File: src/rtl/score_pkg.sv
// Shared types and constants for the HUD score path: event codes, point values
// and the ghost-chain multiplier helper.
package score_pkg;

  typedef enum logic [1:0] {
    EV_DOT    = 2'b00,
    EV_PELLET = 2'b01,
    EV_GHOST  = 2'b10,
    EV_FRUIT  = 2'b11
  } ev_type_e;

  typedef enum logic {
    ST_IDLE,
    ST_CONV
  } state_e;

  localparam int DEF_SCORE_W        = 20;
  localparam int DEF_MAX_SCORE      = 999999;
  localparam int DEF_DOT_PTS        = 10;
  localparam int DEF_PELLET_PTS     = 50;
  localparam int DEF_GHOST_BASE     = 200;
  localparam int DEF_FRUIT_PTS      = 100;
  localparam int DEF_EXTRA_LIFE_PTS = 10000;
  localparam int NUM_DIGITS         = 6;

  localparam logic [1:0] GHOST_MULT_MAX = 2'd3;

  // Ghost value doubles per ghost in a frightened chain, capped at 8x.
  function automatic logic [1:0] ghost_mult_next(input logic [1:0] m);
    return (m == GHOST_MULT_MAX) ? m : m + 2'd1;
  endfunction

endpackage

File: src/rtl/score_accumulator_if.sv
// Scoring-event valid/ready handshake between gameplay blocks and the score writer.
interface score_accumulator_if;
  import score_pkg::*;

  logic     i_event_valid;
  ev_type_e i_event_type;
  logic     o_event_ready;

  modport master (
    output i_event_valid,
    output i_event_type,
    input  o_event_ready
  );

  modport slave (
    input  i_event_valid,
    input  i_event_type,
    output o_event_ready
  );

endinterface

File: src/rtl/bin_to_bcd_seq.sv
// Iterative double-dabble: one add-3/shift step per cycle, BIN_W steps per
// conversion, with an abort that drops an in-flight conversion immediately.
module bin_to_bcd_seq #(
  parameter int BIN_W  = 20,
  parameter int DIGITS = 6
) (
  input  logic                  clk,
  input  logic                  rst_n,
  input  logic                  start_i,
  input  logic                  abort_i,
  input  logic [BIN_W-1:0]      bin_i,
  output logic                  busy_o,
  output logic                  done_o,
  output logic [4*DIGITS-1:0]   bcd_o
);

  localparam int BCD_W = 4 * DIGITS;
  localparam int SR_W  = BCD_W + BIN_W;
  localparam int CNT_W = $clog2(BIN_W);

  logic [SR_W-1:0]  sr_q, sr_d, sr_adj, sr_step;
  logic [CNT_W-1:0] cnt_q, cnt_d;
  logic             busy_q, busy_d;

  // BCD digits sit above the binary bits; adjust each digit, then shift once.
  always_comb begin
    sr_adj = sr_q;
    for (int d = 0; d < DIGITS; d++) begin
      if (sr_q[BIN_W+4*d +: 4] >= 4'd5) begin
        sr_adj[BIN_W+4*d +: 4] = sr_q[BIN_W+4*d +: 4] + 4'd3;
      end
    end
    sr_step = sr_adj << 1;
  end

  // done_o marks the cycle whose closing edge performs the final step, so the
  // parent can capture bcd_o on that same edge.
  assign busy_o = busy_q;
  assign done_o = busy_q && (cnt_q == CNT_W'(BIN_W - 1));
  assign bcd_o  = sr_step[SR_W-1 -: BCD_W];

  always_comb begin
    // NOTE: every variable gets a default first so no path leaves it unassigned,
    // which is what keeps this combinational block from inferring a latch.
    sr_d   = sr_q;
    cnt_d  = cnt_q;
    busy_d = busy_q;
    if (abort_i) begin
      busy_d = 1'b0;
      cnt_d  = '0;
    end else if (start_i) begin
      sr_d   = {{BCD_W{1'b0}}, bin_i};
      cnt_d  = '0;
      busy_d = 1'b1;
    end else if (busy_q) begin
      sr_d  = sr_step;
      cnt_d = cnt_q + CNT_W'(1);
      if (done_o) begin
        busy_d = 1'b0;
      end
    end
  end

  always_ff @(posedge clk) begin
    // NOTE: non-blocking assignments so every register samples pre-edge values
    // regardless of statement order or which block reads them.
    if (!rst_n) begin
      sr_q   <= '0;
      cnt_q  <= '0;
      busy_q <= 1'b0;
    end else begin
      sr_q   <= sr_d;
      cnt_q  <= cnt_d;
      busy_q <= busy_d;
    end
  end

endmodule

File: src/rtl/score_accumulator.sv
// HUD score writer: accepts scoring events, keeps a saturating binary score,
// republishes it as 6 BCD digits and flags the one-per-game extra-life crossing.
module score_accumulator
  import score_pkg::*;
#(
  parameter int SCORE_W        = DEF_SCORE_W,
  parameter int MAX_SCORE      = DEF_MAX_SCORE,
  parameter int DOT_PTS        = DEF_DOT_PTS,
  parameter int PELLET_PTS     = DEF_PELLET_PTS,
  parameter int GHOST_BASE     = DEF_GHOST_BASE,
  parameter int FRUIT_PTS      = DEF_FRUIT_PTS,
  parameter int EXTRA_LIFE_PTS = DEF_EXTRA_LIFE_PTS
) (
  input  logic                    clk_100mhz,
  input  logic                    reset,
  score_accumulator_if.slave      ev,
  input  logic                    i_clear,
  input  logic                    i_ghost_chain_rst,
  output logic [SCORE_W-1:0]      o_score_bin,
  output logic [4*NUM_DIGITS-1:0] o_digits,
  output logic                    o_digits_valid,
  output logic                    o_extra_life
);

  localparam int DIG_W = 4 * NUM_DIGITS;

  state_e             state_q, state_d;
  logic [SCORE_W-1:0] score_q, score_d;
  logic [DIG_W-1:0]   digits_q, digits_d;
  logic [1:0]         mult_q, mult_d, mult_base;
  logic               flag_q, flag_d;
  logic               dvalid_q, dvalid_d;
  logic               extra_q, extra_d;
  logic               live_q;

  logic [SCORE_W-1:0] pts, new_score;
  logic [SCORE_W:0]   sum;
  logic               crossing, accept;
  logic               cvt_start, cvt_abort, cvt_busy, cvt_done;
  logic [DIG_W-1:0]   cvt_bcd;

  // live_q holds ready low for the reset cycles themselves; ready never looks
  // at i_event_valid.
  assign ev.o_event_ready = live_q && (state_q == ST_IDLE) && !cvt_busy && !i_clear;
  assign accept           = ev.i_event_valid && ev.o_event_ready;

  always_comb begin
    mult_base = i_ghost_chain_rst ? 2'd0 : mult_q;
    case (ev.i_event_type)
      EV_DOT:    pts = SCORE_W'(DOT_PTS);
      EV_PELLET: pts = SCORE_W'(PELLET_PTS);
      EV_GHOST:  pts = SCORE_W'(GHOST_BASE) << mult_base;
      EV_FRUIT:  pts = SCORE_W'(FRUIT_PTS);
      default:   pts = '0;
    endcase
    sum       = {1'b0, score_q} + {1'b0, pts};
    new_score = (sum > (SCORE_W+1)'(MAX_SCORE)) ? SCORE_W'(MAX_SCORE) : sum[SCORE_W-1:0];
    crossing  = (score_q < SCORE_W'(EXTRA_LIFE_PTS)) &&
                (new_score >= SCORE_W'(EXTRA_LIFE_PTS));
  end

  bin_to_bcd_seq #(
    .BIN_W  (SCORE_W),
    .DIGITS (NUM_DIGITS)
  ) u_bcd (
    .clk     (clk_100mhz),
    .rst_n   (reset),
    .start_i (cvt_start),
    .abort_i (cvt_abort),
    .bin_i   (new_score),
    .busy_o  (cvt_busy),
    .done_o  (cvt_done),
    .bcd_o   (cvt_bcd)
  );

  always_comb begin
    state_d   = state_q;
    score_d   = score_q;
    digits_d  = digits_q;
    mult_d    = mult_q;
    flag_d    = flag_q;
    dvalid_d  = 1'b0;
    extra_d   = 1'b0;
    cvt_start = 1'b0;
    cvt_abort = 1'b0;

    if (i_ghost_chain_rst) begin
      mult_d = 2'd0;
    end

    // A new game wins over everything, including a conversion in flight.
    if (i_clear) begin
      state_d   = ST_IDLE;
      score_d   = '0;
      digits_d  = '0;
      mult_d    = 2'd0;
      flag_d    = 1'b0;
      dvalid_d  = 1'b1;
      cvt_abort = 1'b1;
    end else begin
      case (state_q)
        ST_IDLE: begin
          if (accept) begin
            score_d   = new_score;
            cvt_start = 1'b1;
            state_d   = ST_CONV;
            case (ev.i_event_type)
              EV_GHOST:  mult_d = ghost_mult_next(mult_base);
              EV_PELLET: mult_d = 2'd0;
              default:   ;
            endcase
            if (crossing && !flag_q) begin
              extra_d = 1'b1;
              flag_d  = 1'b1;
            end
          end
        end
        ST_CONV: begin
          if (cvt_done) begin
            digits_d = cvt_bcd;
            dvalid_d = 1'b1;
            state_d  = ST_IDLE;
          end
        end
        default: state_d = ST_IDLE;
      endcase
    end
  end

  always_ff @(posedge clk_100mhz) begin
    if (!reset) begin
      state_q  <= ST_IDLE;
      score_q  <= '0;
      digits_q <= '0;
      mult_q   <= 2'd0;
      flag_q   <= 1'b0;
      dvalid_q <= 1'b0;
      extra_q  <= 1'b0;
      live_q   <= 1'b0;
    end else begin
      state_q  <= state_d;
      score_q  <= score_d;
      digits_q <= digits_d;
      mult_q   <= mult_d;
      flag_q   <= flag_d;
      dvalid_q <= dvalid_d;
      extra_q  <= extra_d;
      live_q   <= 1'b1;
    end
  end

  assign o_score_bin    = score_q;
  assign o_digits       = digits_q;
  assign o_digits_valid = dvalid_q;
  assign o_extra_life   = extra_q;

endmodule

File: src/flat_wrapper.sv
// flat-port wrapper written by rule: the top's interface ports become plain ports
module score_accumulator_flat import score_pkg::*;
#(
  parameter int SCORE_W        = DEF_SCORE_W,
  parameter int MAX_SCORE      = DEF_MAX_SCORE,
  parameter int DOT_PTS        = DEF_DOT_PTS,
  parameter int PELLET_PTS     = DEF_PELLET_PTS,
  parameter int GHOST_BASE     = DEF_GHOST_BASE,
  parameter int FRUIT_PTS      = DEF_FRUIT_PTS,
  parameter int EXTRA_LIFE_PTS = DEF_EXTRA_LIFE_PTS
)
  (clk_100mhz, reset, i_clear, i_ghost_chain_rst, o_score_bin, o_digits, o_digits_valid, o_extra_life, ev_i_event_valid, ev_i_event_type, ev_o_event_ready);
  score_accumulator_if ev_i ();
  input  logic clk_100mhz;
  input  logic reset;
  input  logic i_clear;
  input  logic i_ghost_chain_rst;
  output logic [SCORE_W-1:0] o_score_bin;
  output logic [4*NUM_DIGITS-1:0] o_digits;
  output logic o_digits_valid;
  output logic o_extra_life;
  input wire logic [$bits(ev_i.i_event_valid)-1:0] ev_i_event_valid;
  input wire logic [$bits(ev_i.i_event_type)-1:0] ev_i_event_type;
  output wire logic [$bits(ev_i.o_event_ready)-1:0] ev_o_event_ready;
  assign ev_i.i_event_valid = ev_i_event_valid;
  assign ev_i.i_event_type = ev_i_event_type;
  assign ev_o_event_ready = ev_i.o_event_ready;
  score_accumulator #(.SCORE_W(SCORE_W), .MAX_SCORE(MAX_SCORE), .DOT_PTS(DOT_PTS), .PELLET_PTS(PELLET_PTS), .GHOST_BASE(GHOST_BASE), .FRUIT_PTS(FRUIT_PTS), .EXTRA_LIFE_PTS(EXTRA_LIFE_PTS)) u_core (.clk_100mhz(clk_100mhz), .reset(reset), .ev(ev_i), .i_clear(i_clear), .i_ghost_chain_rst(i_ghost_chain_rst), .o_score_bin(o_score_bin), .o_digits(o_digits), .o_digits_valid(o_digits_valid), .o_extra_life(o_extra_life));
endmodule
File: config.mk
export PLATFORM = sky130hd
export DESIGN_NAME = score_accumulator_flat
export DESIGN_NICKNAME = d
export VERILOG_FILES = /design/src/rtl/score_pkg.sv /design/src/rtl/score_accumulator_if.sv /design/src/rtl/bin_to_bcd_seq.sv /design/src/rtl/score_accumulator.sv /design/src/flat_wrapper.sv
export SDC_FILE = /design/constraint.sdc
export NUM_CORES = 1
export LEC_CHECK = 0
export BUFFER_PORTS_ARGS = -buffer_cell sky130_fd_sc_hd__buf_2
export CORE_MARGIN = 1.5
export CORE_UTILIZATION = 40
export DETAILED_ROUTE_END_ITERATION = 7
export HOLD_SLACK_MARGIN = 0.08
export PLACE_DENSITY = 0.6
export SLEW_MARGIN = 25
export SYNTH_ARGS = -nofsm -noshare
export SYNTH_HDL_FRONTEND = slang
export SYNTH_SLANG_ARGS = --single-unit
File: constraint.sdc
create_clock -name clk_100mhz -period 3.55 [get_ports clk_100mhz]
set_clock_uncertainty 0.15 [all_clocks]
set_input_delay 0.1775 -clock clk_100mhz [delete_from_list [all_inputs] [get_ports clk_100mhz]]
set_output_delay 0.1775 -clock clk_100mhz [all_outputs]
set_load 0.03 [all_outputs]
==> impl_results.md, run 1 <==
* Outcome: finished clean
* Synth top area share at 0.364
* Synth async-reset ratio at 0
* Die Area at 14,600 sq um
* Power Density at 331 nW/um^2
* Dpl cell area at 6260 sq um
* Starting Density at 0.414
* Clock sinks at 101
* Lkg Pwr at 2.58 nW
* Synth area leader: dfxtp_1
* Crit path to: u_core.u_bcd.sr_q[11]
* Initial DRC count at 336
* Clk pwr share at 0.416
* Simple-Gate Fraction of Synth Area at 0.206
* Setup CP Type: flip-flop to flip-flop
* Most common cell after layout, fill and taps aside: dfxtp_1
* Arrival time worst endpoint at 3610 ps
* Transition time at the pin with the least slew margin at 885 ps
* Routed len/inst at 16.1 um
* Die Ht at 121 um
* Adder-Cell Fraction of Synth Area at 0.0689
* Sequential share of the synthesized area at 0.364
* Slew headroom at 0.410
* Min Clock Period, post-route at 3510 ps
* XOR/XNOR share of the synthesized area at 0.0392
* Reg2reg start: u_core.mult_q[1]
* Dominant cells by area after synthesis: dfxtp_1 (36%), ha_1 (6.5%), a21oi_1 (5.9%)
* Gate power share at 0.073
* Top Layer Used: met4
* Peak supply drop at 0.201 mV
* Row count at 42
* CTS tree: yes
* Part of the power in registers at 0.510
* Final #Nets at 791
* Most used DFF post-synth: dfxtp_1
* Hpwl dp at 10.9 mm
* Critical path's slowest cell: ha_1
* Most frequent cells in the layout: dfxtp_1 (99), nand2_1 (74), a21oi_1 (62), buf_4 (59), buf_2 (53)
* Pre-antenna DRT Iters at 5
* GP Congestion at 0.912
* Inst Count DP at 910
* Crit path required time at 3650 ps
* Clock root cell: clkbuf_16
* Final Slew Violations at 0
* Worst-Skew Late Latency at 350 ps
* CP Capture Type: flip-flop
* Port bufs at 53
* CP startpoint: u_core.mult_q[1]
* Cells along the critical path: nor2b_4, inv_2, buf_4, and2_4, nand3_2, o21ai_1, ha_1, nand3_4, a21oi_4, mux2i_2, nand4_1, a211o_1, o211ai_4, buf_6, nand4_4, a221oi_2
* Synth Area in Compound Gates at 0.254
* # fillers at 1,264
* CTS Buf Count at 9
* Share of layout cells above drive strength 1 at 0.246
* Synthesized area per cell at 8.33 sq um
* Hold crit path type: input pin to flip-flop
* Worst Path Max Fanout at 7
* Area delta synth->final at 22.4%
* Switching part of the total at 0.241
* Post-Syn Nets at 704
* DRT Wirelength at 15.0 mm
* R2r endpoint: u_core.u_bcd.sr_q[11]
* Hold Violations, Final at 0
* Internal power at 0.00171 W
* Boundary Pins at 54
* H-Tree Level Count at 3
* Final ANT Viol Nets at 0
* Clock Path Buffers at 2
* Crit start category: flip-flop
* DR WL met3 at 756 um
* Gr ovfl total at 0
* Avg Vias per Cell at 5.67
* Wl on met1 at 7.11 mm
* Initial antenna violation count at 0
* Max-Cap Viols at 0
* R2R depth at 16
* RSZ-0062 raised after global routing: yes
* Setup Viol. Count Final at 0
* Largest family of logic cells by synthesized area: compound AO/OA/AOI/OAI gates
* Synth Register Bits at 101
* Via count at 5,304
* Fin crit share at 0.990
* Total GRT Usage at 0.209
* DRC Markers at 0
* Peak Freq at 0.285 GHz
* Ant. Diodes at 0
* Met2 WL at 6.84 mm
* Core Util, Final at 0.507
* Hold WS at 262 ps
* P_sw at 0.000542 W
* EDFF count, synth at 0
* First-pass GRT wire length at 24.7 mm
* Post-synthesis mux area share at 0.0185
* Largest net degree at the start of global routing at 32
* Synthesized instance count at 667
* Netlist cell types at 71
* Post-route cell area at 6800 sq um
* Flop-to-flop setup slack at 40 ps
* Worst-path clk slew at 70 ps
* Vias in the first global route at 5,092
* Slowest stage delay, CP at 410 ps
* Ys Warns at 0
* Die width at 121 um
* Core area at 13,400 sq um
* Post-Layout Cell Count at 935
* Synth Cell Area at 5550 sq um
* Post-route setup TNS at 0 ps
synth_stat cells, types with 3 or more instances:
cell	number
nor3b_1	7
nand3_1	14
mux2i_1	8
o21a_1	4
clkbuf_1	28
o21ai_0	40
and3_1	5
ha_1	29
nand2b_1	12
nor4b_1	3
nor3_1	14
a22o_1	17
a31oi_1	8
a22oi_1	12
a21oi_1	65
nand4_1	12
a311oi_1	7
inv_1	27
and2_1	12
buf_2	6
a211oi_1	10
a211o_1	4
or3b_2	5
nor2b_1	4
xor2_1	7
dfxtp_1	101
a31o_2	5
nor4_1	4
xnor2_1	16
a21o_1	5
nand2_1	76
nor2_1	50
critical path: cells and delay by family (launching register included):
kind / cells / cell delay, ps
simple gates: 6 / 730
mux: 1 / 290
flops: 1 / 330
buf+inv: 3 / 360
fa+ha+maj: 1 / 410
compound gates: 5 / 1120
registers in the layout, summed over array words and instances (netlist names):
signal / cells
u_core.u_bcd.sr_q: 44
u_core.o_extra_life: 1
u_core.u_bcd.cnt_q: 5
u_core.o_digits_valid: 1
u_core.u_bcd.busy_o: 1
u_core.o_digits: 24
u_core.o_score_bin: 20
u_core.live_q: 1
u_core.mult_q: 2
u_core.flag_q: 1
u_core.state_q: 1
layer usage:
metal | track usage | vias to the layer above
met5 | 0 | -
met1 | 0.293 | 2536
met3 | 0.0321 | 28
met2 | 0.326 | 156
met4 | 0.0706 | 0
li1 | - | 2584
worst min-delay path by stage:
stage                      start          endpoint  slack (ps)  cells past startpoint
2_1_floorplan              reset     u_core.live_q          60                      0
3_3_place_gp       u_core.flag_q     u_core.flag_q         280                      2
3_5_place_dp       u_core.flag_q     u_core.flag_q         290                      2
4_1_cts        i_ghost_chain_rst  u_core.mult_q[0]         200                      5
5_1_grt        i_ghost_chain_rst  u_core.mult_q[1]         270                      5
6_report       i_ghost_chain_rst  u_core.mult_q[1]         260                      5
metrics by stage:
stage	power [W]	worst slack, ps
floorplan	0.00126	10.6
global placement	0.00131	-83.6
detailed placement	0.00131	-177
CTS	0.00226	7.28
global route	0.00234	-113
finish	0.00225	35.9
cells by family after synthesis:
kind of cell    after synthesis
buf+inv                      67
xor+xnor                     24
compound gates              206
mux                          10
fa+ha+maj                    30
simple gates                229
flops                       101
final cells by class:
class                           count  area, sq um  share of cell area
Clock buffer                       10          239              0.0352
Clock inverter                      6         46.3             0.00681
Inverter                           28          105              0.0155
Multi-Input combinational cell    499         3420               0.503
Sequential cell                   101         2020               0.298
Tap cell                          176          220              0.0324
Timing Repair Buffer              115          739               0.109
repair_timing:
item / 4_1_cts / 5_1_grt
pin swaps: 10 / 19
hold endpoints to repair: 7 / 0
buffers inserted: 4 / 3
setup endpoints to repair: 36 / 38
hold buffers: 2 / 0
resized for setup: 18 / 24
power groups by stage:
stage | clock [W] | sequential [W] | combinational, W
floorplan | 0 | 0.00117 | 0.0000856
global placement | 0 | 0.00117 | 0.000134
detailed placement | 0 | 0.00117 | 0.000135
CTS | 0.000964 | 0.00115 | 0.000152
global route | 0.00101 | 0.00115 | 0.000178
finish | 0.000936 | 0.00115 | 0.000165
(Power assumes the default switching activity.)
==> inputs of run 2 (changes only) <==
- CORE_MARGIN: 1.5 -> 10
- PLACE_DENSITY: 0.6 -> 0.58
- SLEW_MARGIN: 25 -> 20
- clock period: 3.55 -> 3.57 ns (I/O delays scaled with it)
==> impl_results.md, run 2 (synthesis gave the netlist of run 1 again) <==
* Worst-path clk slew at 70 ps (about the same)
* Via count at 5,268 (was 5,304)
* CP Capture Type: flip-flop (unchanged)
* Peak supply drop at 0.198 mV (was 0.201 mV)
* Vias in the first global route at 5,009 (was 5,092)
* Final ANT Viol Nets at 0 (unchanged)
* Hold crit path type: input pin to flip-flop (unchanged)
* Part of the power in registers at 0.507 (was 0.510)
* Hold Violations, Final at 0 (unchanged)
* Met3 Usage GRT at 0.0244 (was 0.0321)
* CP Buf/Inv Count at 4 (was 3)
* H-Tree Level Count at 3 (unchanged)
* Most common cell after layout, fill and taps aside: dfxtp_1 (unchanged)
* Fin crit share at 0.994 (was 0.990)
* Reg2reg start: u_core.mult_q[0] (was u_core.mult_q[1])
* Die Ht at 138 um (was 121 um)
* DRT Wirelength at 16.1 mm (was 15.0 mm)
* Crit path to: u_core.u_bcd.sr_q[3] (was u_core.u_bcd.sr_q[11])
* GP Congestion at 0.881 (was 0.912)
* Hpwl dp at 11.6 mm (was 10.9 mm)
* Fin worst setup slack at 20.3 ps (was 35.9 ps)
* Port bufs at 53 (unchanged)
* Clk pwr share at 0.419 (was 0.416)
* Gate power share at 0.074 (was 0.073)
* Largest net degree at the start of global routing at 36 (was 32)
* Routed len/inst at 17.0 um (was 16.1 um)
* Grt peak-use layer: met2 (unchanged)
* Core area at 13,400 sq um (unchanged)
* Slew headroom at 0.373 (was 0.410)
* Outcome: finished clean (unchanged)
* Crit path required time at 3640 ps (was 3650 ps)
* Avg Vias per Cell at 5.57 (was 5.67)
* R2r endpoint: u_core.u_bcd.sr_q[3] (was u_core.u_bcd.sr_q[11])
* Crit start category: flip-flop (unchanged)
* CTS Buf Count at 9 (unchanged)
* Routing usage on met2 at 0.261 (was 0.326)
* Worst-Skew Late Latency at 350 ps (about the same)
* DRC Markers at 0 (unchanged)
* Worst Path Max Fanout at 8 (was 7)
* Final Slew Violations at 0 (unchanged)
* Max-Cap Viols at 0 (unchanged)
* Clock Path Buffers at 2 (unchanged)
* Area delta synth->final at 25.3% (was 22.4%)
* Setup CP Type: flip-flop to flip-flop (unchanged)
* Starting Density at 0.414 (unchanged)
* Clock root cell: clkbuf_16 (unchanged)
* Die Area at 19,000 sq um (was 14,600 sq um)
* Core Util, Final at 0.519 (was 0.507)
* Post-route setup TNS at 0 ps (unchanged)
* Switching part of the total at 0.251 (was 0.241)
* Final #Nets at 802 (was 791)
* RSZ-0062 raised after global routing: yes (unchanged)
* Gr ovfl total at 0 (unchanged)
* CP startpoint: u_core.mult_q[0] (was u_core.mult_q[1])
* Cells along the critical path: inv_2, nor2_2, inv_1, ha_1, inv_1, a21oi_2, nor2_2, ha_4, nand3_4, a21oi_4, mux2i_2, nand4_1, a211o_1, o211ai_4, buf_6, a31o_4, a21oi_1 (was nor2b_4, inv_2, buf_4, and2_4, nand3_2, o21ai_1, ha_1, nand3_4, a21oi_4, mux2i_2, nand4_1, a211o_1, o211ai_4, buf_6, nand4_4, a221oi_2)
* Critical path's slowest cell: a211o_1 (was ha_1)
* Lkg Pwr at 2.64 nW (was 2.58 nW)
* R2R depth at 17 (was 16)
* Initial DRC count at 295 (was 336)
* Transition time at the pin with the least slew margin at 941 ps (was 885 ps)
* Most frequent cells in the layout: dfxtp_1 (99), nand2_1 (72), buf_4 (67), a21oi_1 (56), buf_2 (53) (was dfxtp_1 (99), nand2_1 (74), a21oi_1 (62), buf_4 (59), buf_2 (53))
* Row count at 42 (unchanged)
* Slowest stage delay, CP at 360 ps (was 410 ps)
* Max FFs per register at 44 (unchanged)
* Flop-to-flop setup slack at 20 ps (was 40 ps)
* Boundary Pins at 54 (unchanged)
* CP Depth at 17 (was 16)
* Min Clock Period, post-route at 3550 ps (was 3510 ps)
* First-pass GRT wire length at 25.4 mm (was 24.7 mm)
* Place WS at -231 ps (was -177 ps)
* Internal power at 0.00168 W (was 0.00171 W)
* CTS tree: yes (unchanged)
* Ant. Diodes at 0 (unchanged)
* Share of layout cells above drive strength 1 at 0.258 (was 0.246)
* Crit-path leading delay family: compound AO/OA/AOI/OAI gates (unchanged)
* Total GRT Usage at 0.165 (was 0.209)
* Setup Viol. Count Final at 0 (unchanged)
* Peak Freq at 0.282 GHz (was 0.285 GHz)
* Arrival time worst endpoint at 3620 ps (was 3610 ps)
* Die width at 138 um (was 121 um)
* Power Density at 323 nW/um^2 (was 331 nW/um^2)
* Largest reg by FF count: u_core.u_bcd.sr_q (unchanged)
* Pre-antenna DRT Iters at 5 (unchanged)
* Grt met1 use at 0.227 (was 0.293)
* P_sw at 0.000565 W (was 0.000542 W)
* Clock sinks at 101 (unchanged)
* Initial antenna violation count at 0 (unchanged)
## run 2: cell types whose count changed in the layout (fill, tap and decap cells not counted), moves of 3 or more
cell	before	now
a21oi_2	4	9
a31o_4	0	4
a21oi_1	62	56
and2_1	9	12
inv_1	23	26
buf_4	59	67
inv_2	4	1
a31o_2	5	1
## run 2: worst min path at each step
stage                        from                  end  slack (ps)  cells past startpoint
2_1_floorplan               reset        u_core.live_q          60                      0
3_3_place_gp        u_core.flag_q        u_core.flag_q         290                      2
3_5_place_dp   u_core.o_digits[0]   u_core.o_digits[0]         300                      2
4_1_cts          ev_i_event_valid  u_core.u_bcd.busy_o         220                      4
5_1_grt         i_ghost_chain_rst     u_core.mult_q[1]         250                      5
6_report        i_ghost_chain_rst     u_core.mult_q[1]         240                      5
## run 2: final cells by class
type	instances	area, sq um
Fill cell	1279	6440
Clock buffer	10	229
Tap cell	176	220
Clock inverter	6	55.1
Sequential cell	101	2020
Inverter	28	105
Multi-Input combinational cell	499	3490
Timing Repair Buffer	126	832
## run 2: metrics by stage
step                cells  power (W)  hold WS [ps]  area, sq um
floorplan             667    0.00125          56.2         5550
global placement      919    0.00130           286         6330
detailed placement    919    0.00130           297         6330
CTS                   941    0.00226           217         6740
global route          946    0.00233           245         6960
finish                946    0.00225           236         6960
## run 2: power groups by stage
stage / Combinational (W) / Clock (W) / Sequential, W
global placement: 0.000136 / 0 / 0.00117
global route: 0.000181 / 0.00101 / 0.00114
floorplan: 0.0000851 / 0 / 0.00117
CTS: 0.000151 / 0.000969 / 0.00114
detailed placement: 0.000137 / 0 / 0.00117
finish: 0.000167 / 0.000943 / 0.00114
## run 2: worst min-delay path, cell delays in order
cell	delay (ps)
buf_2	140
nor2b_4	50
buf_4	130
a31oi_1	140
nor3_1	50
## run 2: what timing repair did
item	in CTS	in global routing
buffers inserted	3	5
gates cloned	0	0
resized for setup	17	38
hold buffers	3	0
pin swaps	4	20
endpoints found under the hold margin	7	0
endpoints found under the setup margin	38	39
## run 2: layer usage
| metal | vias to the layer above | share of wire |
|---|---|---|
| met5 | - | 0 |
| met4 | 0 | 0.0093 |
| met3 | 9 | 0.046 |
| met2 | 121 | 0.47 |
| met1 | 2532 | 0.47 |
| li1 | 2606 | - |
